`src/rtl/frame_play_ctrl_pkg.sv`:
```
// Shared types and helpers for the frame playback sequencer.
package frame_play_ctrl_pkg;

  typedef enum logic [1:0] {
    ST_PAUSE = 2'd0,
    ST_PLAY  = 2'd1,
    ST_DONE  = 2'd2
  } state_e;

  typedef enum logic [1:0] {
    STEP_NONE = 2'd0,
    STEP_FWD  = 2'd1,
    STEP_BWD  = 2'd2
  } step_e;

  localparam logic [1:0] MODE_LOOP     = 2'b00;
  localparam logic [1:0] MODE_ONESHOT  = 2'b01;
  localparam logic [1:0] MODE_PINGPONG = 2'b10;

  // One frame forward or backward, wrapping within 0..num_frames-1.
  function automatic logic [7:0] next_idx(input logic [7:0] idx, input logic fwd,
                                          input int num_frames);
    logic [7:0] last;
    last = 8'(num_frames - 1);
    if (fwd) begin
      if (idx >= last) next_idx = 8'd0;
      else             next_idx = idx + 8'd1;
    end else begin
      if (idx == 8'd0) next_idx = last;
      else             next_idx = idx - 8'd1;
    end
  endfunction

endpackage

```
`src/rtl/frame_play_ctrl_vs_edge_det.sv`:
```
// Vertical-sync leading-edge detector; vs is already in the pclk domain.
module frame_play_ctrl_vs_edge_det #(
  parameter bit VS_POL = 1'b0
) (
  input  logic pclk,
  input  logic rstn,
  input  logic vs,
  output logic vs_tick
);

  logic vs_d_r;

  // Previous vs sample, parked at the inactive level during reset
  always_ff @(posedge pclk or negedge rstn) begin
    if (!rstn) begin
      vs_d_r <= ~VS_POL;
    end else begin
      vs_d_r <= vs;
    end
  end

  assign vs_tick = (vs == VS_POL) && (vs_d_r != VS_POL);

endmodule

```
`src/rtl/frame_play_ctrl.sv`:
```
// Frame playback sequencer: play/pause, stepping, loop/one-shot on vsync edges.
// Optional ping-pong playback in mode 2'b10 is enabled by defining PINGPONG_EN.
module frame_play_ctrl
  import frame_play_ctrl_pkg::*;
#(
  parameter int NUM_FRAMES = 10,
  parameter int FW         = 4,
  parameter int HW         = 4,
  parameter bit VS_POL     = 1'b0
) (
  input  logic          pclk,
  input  logic          rstn,
  input  logic          vs,
  input  logic          play_pause,
  input  logic          step_fwd,
  input  logic          step_bwd,
  input  logic [1:0]    mode,
  input  logic [HW-1:0] hold,
  output logic [FW-1:0] frame_idx,
  output logic          frame_chg,
  output logic          playing,
  output logic          done,
  output logic [7:0]    led
);

  localparam logic [FW-1:0] LAST_IDX = FW'(NUM_FRAMES - 1);
  localparam logic [FW-1:0] PENULT   = FW'(NUM_FRAMES - 2);

  state_e        state_r, state_s;
  step_e         step_r, step_s;
  logic [HW-1:0] cnt_r, cnt_s;
  logic [FW-1:0] idx_r, idx_s;
  logic          restart_r, restart_s;
  logic          chg_s;
  logic          vs_tick_s;
  logic [HW-1:0] hold_last_s;
`ifdef PINGPONG_EN
  logic          dir_r, dir_s;
  logic          fwd_s;
`endif

  frame_play_ctrl_vs_edge_det #(.VS_POL(VS_POL)) u_vs_edge (
    .pclk    (pclk),
    .rstn    (rstn),
    .vs      (vs),
    .vs_tick (vs_tick_s)
  );

  assign hold_last_s = (hold == '0) ? '0 : (hold - HW'(1));

  // Frame update on vs_tick from the current state, then control pulses on top
  always_comb begin
    state_s   = state_r;
    step_s    = step_r;
    cnt_s     = cnt_r;
    idx_s     = idx_r;
    restart_s = restart_r;
    chg_s     = 1'b0;
`ifdef PINGPONG_EN
    dir_s     = dir_r;
    fwd_s     = 1'b1;
`endif
    if (vs_tick_s) begin
      case (state_r)
        ST_PLAY: begin
          if (restart_r) begin
            idx_s     = '0;
            cnt_s     = '0;
            restart_s = 1'b0;
            chg_s     = 1'b1;
          end else if (cnt_r >= hold_last_s) begin
            cnt_s = '0;
            case (mode)
              MODE_ONESHOT: begin
                if (idx_r == LAST_IDX) begin
                  state_s = ST_DONE;
                end else begin
                  idx_s = idx_r + FW'(1);
                  chg_s = 1'b1;
                  if (idx_r == PENULT) state_s = ST_DONE;
                  else                 state_s = ST_PLAY;
                end
              end
`ifdef PINGPONG_EN
              MODE_PINGPONG: begin
                // Reverse at either end so endpoints are shown only once
                fwd_s = dir_r ? (idx_r == '0) : (idx_r != LAST_IDX);
                idx_s = FW'(next_idx(8'(idx_r), fwd_s, NUM_FRAMES));
                dir_s = ~fwd_s;
                chg_s = 1'b1;
              end
`endif
              default: begin
                idx_s = FW'(next_idx(8'(idx_r), 1'b1, NUM_FRAMES));
                chg_s = 1'b1;
              end
            endcase
          end else begin
            cnt_s = cnt_r + HW'(1);
          end
        end
        ST_PAUSE, ST_DONE: begin
          if (step_r != STEP_NONE) begin
            idx_s  = FW'(next_idx(8'(idx_r), step_r == STEP_FWD, NUM_FRAMES));
            step_s = STEP_NONE;
            chg_s  = 1'b1;
          end else begin
            step_s = STEP_NONE;
          end
        end
        default: begin
          state_s = ST_PAUSE;
        end
      endcase
    end else begin
      cnt_s = cnt_r;
    end

    case (state_s)
      ST_PAUSE: begin
        if (play_pause) begin
          state_s = ST_PLAY;
          cnt_s   = '0;
          step_s  = STEP_NONE;
        end else if (step_bwd) begin
          step_s = STEP_BWD;
        end else if (step_fwd) begin
          step_s = STEP_FWD;
        end else begin
          step_s = step_s;
        end
      end
      ST_PLAY: begin
        if (play_pause) begin
          state_s   = ST_PAUSE;
          restart_s = 1'b0;
        end else begin
          state_s = ST_PLAY;
        end
      end
      ST_DONE: begin
        if (play_pause) begin
          state_s   = ST_PLAY;
          restart_s = 1'b1;
          cnt_s     = '0;
        end else if (step_bwd) begin
          state_s = ST_PAUSE;
          step_s  = STEP_BWD;
        end else if (step_fwd) begin
          state_s = ST_PAUSE;
          step_s  = STEP_FWD;
        end else begin
          state_s = ST_DONE;
        end
      end
      default: begin
        state_s = ST_PAUSE;
      end
    endcase
`ifdef PINGPONG_EN
    dir_s = (mode == MODE_PINGPONG) ? dir_s : 1'b0;
`endif
  end

  // Sequencer state and registered outputs
  always_ff @(posedge pclk or negedge rstn) begin
    if (!rstn) begin
      state_r   <= ST_PAUSE;
      step_r    <= STEP_NONE;
      cnt_r     <= '0;
      idx_r     <= '0;
      restart_r <= 1'b0;
      frame_chg <= 1'b0;
      playing   <= 1'b0;
      done      <= 1'b0;
      led       <= 8'h00;
    end else begin
      state_r   <= state_s;
      step_r    <= step_s;
      cnt_r     <= cnt_s;
      idx_r     <= idx_s;
      restart_r <= restart_s;
      frame_chg <= chg_s;
      playing   <= (state_s == ST_PLAY);
      done      <= (state_s == ST_DONE);
      led       <= {(state_s == ST_PLAY), (state_s == ST_DONE), 2'b00, 4'(idx_s)};
    end
  end

`ifdef PINGPONG_EN
  // Ping-pong direction, 1 = backward
  always_ff @(posedge pclk or negedge rstn) begin
    if (!rstn) begin
      dir_r <= 1'b0;
    end else begin
      dir_r <= dir_s;
    end
  end
`endif

  assign frame_idx = idx_r;

endmodule

```
`config.mk`:
```
export PLATFORM = sky130hd
export DESIGN_NAME = frame_play_ctrl
export DESIGN_NICKNAME = d
export VERILOG_FILES = /design/src/rtl/frame_play_ctrl_pkg.sv /design/src/rtl/frame_play_ctrl_vs_edge_det.sv /design/src/rtl/frame_play_ctrl.sv
export SDC_FILE = /design/constraint.sdc
export NUM_CORES = 1
export LEC_CHECK = 0
export ABC_AREA = 0
export CAP_MARGIN = 15
export CORE_MARGIN = 2
export CORE_UTILIZATION = 49
export DETAILED_ROUTE_END_ITERATION = 10
export MAX_ROUTING_LAYER = met4
export PLACE_DENSITY = 0.86
export SETUP_SLACK_MARGIN = 0.15
export SKIP_LAST_GASP = 1
export SYNTH_ARGS = -nofsm -noshare
export SYNTH_HDL_FRONTEND = slang
export SYNTH_SLANG_ARGS = --single-unit
export TNS_END_PERCENT = 20
```
`constraint.sdc`:
```
create_clock -name pclk -period 3 [get_ports pclk]
set_input_delay 0.6 -clock pclk [delete_from_list [all_inputs] [get_ports pclk]]
set_output_delay 0.6 -clock pclk [all_outputs]
set_load 0.05 [all_outputs]
```
==> out/qor_table.md <==
| Result | Value | Unit |
| --- | --- | --- |
| Tightest Hold Check Type | flip-flop to flip-flop | - |
| Synth warn | 0 | - |
| Vert. Die Dim | 61.8 | um |
| Clock Root Buffer | sky130_fd_sc_hd__clkbuf_4 | - |
| Residual overflow from global routing | 0 | - |
| Max-slew headroom at the worst pin | 46.5 | % |
| Beginning of the critical path | hold[0] | - |
| Clock Sinks | 17 | - |
| Post-place setup slack | -0.352 | ns |
| Portion of the post-synthesis area used by sequential elements | 26.1 | % |
| Syn-to-layout area delta | 26.7 | % |
| Placer congestion estimate | 0.965 | - |
| Power density relative to cell area | 824 | mW/mm^2 |
| Area of the mapped netlist | 0.00164 | mm^2 |
| Slew at the pin closest to its max-slew limit | 0.800 | ns |
| Post-route ant nets | 0 | - |
| Distinct cell type count of the synthesized netlist | 58 | - |
| Sum of net half-perimeters after detailed placement | 2900 | um |
| Worst hold path stage count | 2 | - |
| Pin count of the biggest net entering global routing | 18 | - |
| Post-synth ARST share | 100 | % |
| Final Hold Fails | 0 | - |
| Row Count | 20 | - |
| Post-synthesis register bit count | 17 | - |
| 1st-pass router iterations | 4 | - |
| TritonCTS clock tree | done | - |
| Setup repair after global routing missed its margin | no | - |
| Required arrival time at the worst endpoint | 3.24 | ns |
| CP endpoint kind | flip-flop | - |
| Maximum Capacitance Violations | 0 | - |
| Crit-path cells | clkbuf_2 > or2_4 > nor3b_2 > a21oi_1 > ha_1 > o211ai_2 > o21ai_2 > a41oi_4 > inv_2 > ha_4 > nand2b_4 > nand2_1 > or4_1 > nand3_1 | - |
| Setup tns final | 0 | ns |
| FF-to-FF Start | frame_idx[1] | - |
| Reg2Reg Depth | 11 | - |
| Total global routing track utilization | 23.4 | % |
| Average routed wire per standard cell | 14.8 | um |
| Clock-pin slew on the worst setup and hold paths | 0.10 | ns |
| Result of the run | finished, final reports clean | - |
| Flip-flop cell with the highest count after synthesis | sky130_fd_sc_hd__dfrtp_1 | - |
| Critical path start-end classification | input pin to flip-flop | - |
| Start point of the worst hold path | cnt_r[3] | - |
| EDFF count, synth | 0 | - |
| Pins over their slew limit | 0 | - |
| Count of unresolved DRC violations after routing | 0 | - |
| Share of cells above drive strength 1 | 25.3 | % |
| Fin Clk Skew | 0.00467 | ns |
| Post-layout utilization of the core | 66.8 | % |
| Worst stage delay on the critical path | 0.47 | ns |
| Overall die area | 0.00382 | mm^2 |
| Final cell area excluding filler cells | 0.00207 | mm^2 |
| Final critical-path share of the clock period | 92.3 | % |
| Count of inserted antenna diode cells | 0 | - |
| Cell area after placement | 0.00196 | mm^2 |
| Net count reported at finish | 255 | - |
| Min cycle time layout | 2.77 | ns |
| Initial antenna violation count | 0 | - |
| Largest driver fanout on the critical path | 4 | - |
| Count of hold buffers inserted by post-cts repair | 0 | - |
| Via count | 1585 | - |
| P_leak | 0.000899 | uW |
| First-pass GRT wire length | 6470 | um |
| CTS H-tree lvls | 1 | - |
| Core region area | 0.00310 | mm^2 |
| Post-detailed-route via-to-cell ratio | 5.81 | - |
| Die X | 61.8 | um |
| Largest vdd supply drop | 0.388 | mV |
| Worst setup SP type | input pin | - |
| Maximum achievable frequency | 0.361 | GHz |
| Initial detailed-routing violation count | 82 | - |
| Total clock buffers created by CTS | 3 | - |
| Crit-path leading delay family | simple AND/OR/NAND/NOR gates | - |
| Slowest stage cell on the critical path | sky130_fd_sc_hd__or4_1 | - |
| Count of final setup violators | 0 | - |
| Average footprint of a synthesized cell | 8.39 | um^2 |
| Maximum clock path buffer count | 2 | - |
| Fin worst setup slack | 0.230 | ns |
| Number of top-level pins | 27 | - |
| Clock Latency Late Sink | 0.30 | ns |
| Starting density of the core | 52.7 | % |
| Combined buffer and inverter count along the critical path | 2 | - |
| Post-Route WL | 4040 | um |
| Number of gates on the worst path with buffers counted | 14 | - |
| Port bufs | 24 | - |
| Cells after synthesis | 195 | - |
| Data arrival time of the critical path | 3.01 | ns |
| Via count of the first global-routing pass | 1455 | - |
==> cell families after synthesis <==
| logic type | share of synthesized area, % |
|---|---|
| flip-flops | 26.1 |
| buffers and inverters | 8.41 |
| adder cells (fa/ha/maj) | 9.94 |
| AND/OR/NAND/NOR | 30.0 |
| XOR/XNOR | 1.07 |
| other | 0.229 |
| AO/OA/AOI/OAI | 24.2 |
==> stage by stage <==
step	std cells	total power (uW)	hold WS, ns
after floorplan	196	1230	0.304
after global placement	264	1490	0.564
after detailed placement	264	1510	0.565
after CTS	270	1690	0.582
after global routing	273	1820	0.619
final	273	1710	0.582
==> cells in the mapped netlist (all sizes together), types with 2 or more instances <==
master   n  area [um^2]
a21oi   20          104
a31oi    2         12.5
and2b    3         22.5
buf     12         88.8
clkbuf   2         7.51
dfrtp   16          400
ha      13          163
inv     11         41.3
nand2   14         52.6
nand2b   8         65.1
nand3   10         55.1
nor2    24          108
nor2b    3         21.3
nor3     4         20.0
nor3b    7         78.8
o211ai   5         52.6
o21ai    9         48.8
o22ai    2         12.5
o31ai    4         43.8
or2      2         12.5
==> worst paths after layout <==
path / to / slack [ns]
worst max register to register: step_r[0] / 0.31
min in group asynchronous: frame_chg / 0.75
max in group asynchronous: state_r[0] / 1.75
worst min-delay path: cnt_r[3] / 0.58
worst min register to register: cnt_r[3] / 0.58
worst max-delay path: step_r[0] / 0.23
==> worst reg2reg max path, cell delays in order, from the launching register on <==
cell	delay, ns
sky130_fd_sc_hd__dfrtp_1	0.49
sky130_fd_sc_hd__inv_1	0.15
sky130_fd_sc_hd__ha_1	0.32
sky130_fd_sc_hd__nor2_2	0.10
sky130_fd_sc_hd__nor3_1	0.33
sky130_fd_sc_hd__a41oi_4	0.22
sky130_fd_sc_hd__inv_2	0.14
sky130_fd_sc_hd__ha_4	0.14
sky130_fd_sc_hd__nand2b_4	0.11
sky130_fd_sc_hd__nand2_1	0.04
sky130_fd_sc_hd__or4_1	0.47
sky130_fd_sc_hd__nand3_1	0.12
==> flip-flops by register name, summed over array words and instances, names as in the netlist <==
signal / cells
cnt_r: 4
led: 3
frame_idx: 3
frame_chg: 1
state_r: 2
step_r: 2
restart_r: 1
u_vs_edge.vs_d_r: 1
==> cell type report <==
class | instances | area, um^2
Multi-Input combinational cell | 154 | 1150
Fill cell | 263 | 1030
Sequential cell | 17 | 427
Timing Repair Buffer | 43 | 374
Tap cell | 44 | 55.1
Inverter | 11 | 41.3
Clock buffer | 4 | 26.3
==> placed cells by master (no fill, tap or decap), drive strengths merged, types with 2 or more instances in the layout <==
master,netlist,routed
nand3,10,10
o211ai,5,5
a21oi,20,20
conb,1,2
o21ai,9,9
buf,12,19
nand2,14,14
nand2b,8,8
nor3,4,4
nor3b,7,7
clkbuf,2,7
o31ai,4,4
ha,13,13
dfrtp,16,16
or2,2,2
nor2b,3,3
a31oi,2,2
inv,11,11
o22ai,2,2
and2b,3,3
clkdlybuf4s50,0,20
nor2,24,24
==> metal layers <==
layer / vias to the layer above / GRT usage (%) / wire length [um]
li1: 758 / - / -
met1: 762 / 30.5 / 1770
met2: 60 / 38.5 / 2010
met3: 5 / 3.31 / 223
met4: 0 / 5.17 / 29
met5: - / - / 0
==> repair_timing <==
action,CTS,global route
endpoints found under the setup margin,6,11
gates cloned,0,0
gates resized for setup,14,8
pin swaps,12,12
endpoints found under the hold margin,0,0
buffers inserted,2,3
==> report_power, final <==
group	switching (uW)	total (uW)	internal (uW)
clock network	77.1	129	51.9
logic	723	1200	474
registers	93.4	383	289
No activity file was read; power rests on OpenSTA's default activity.
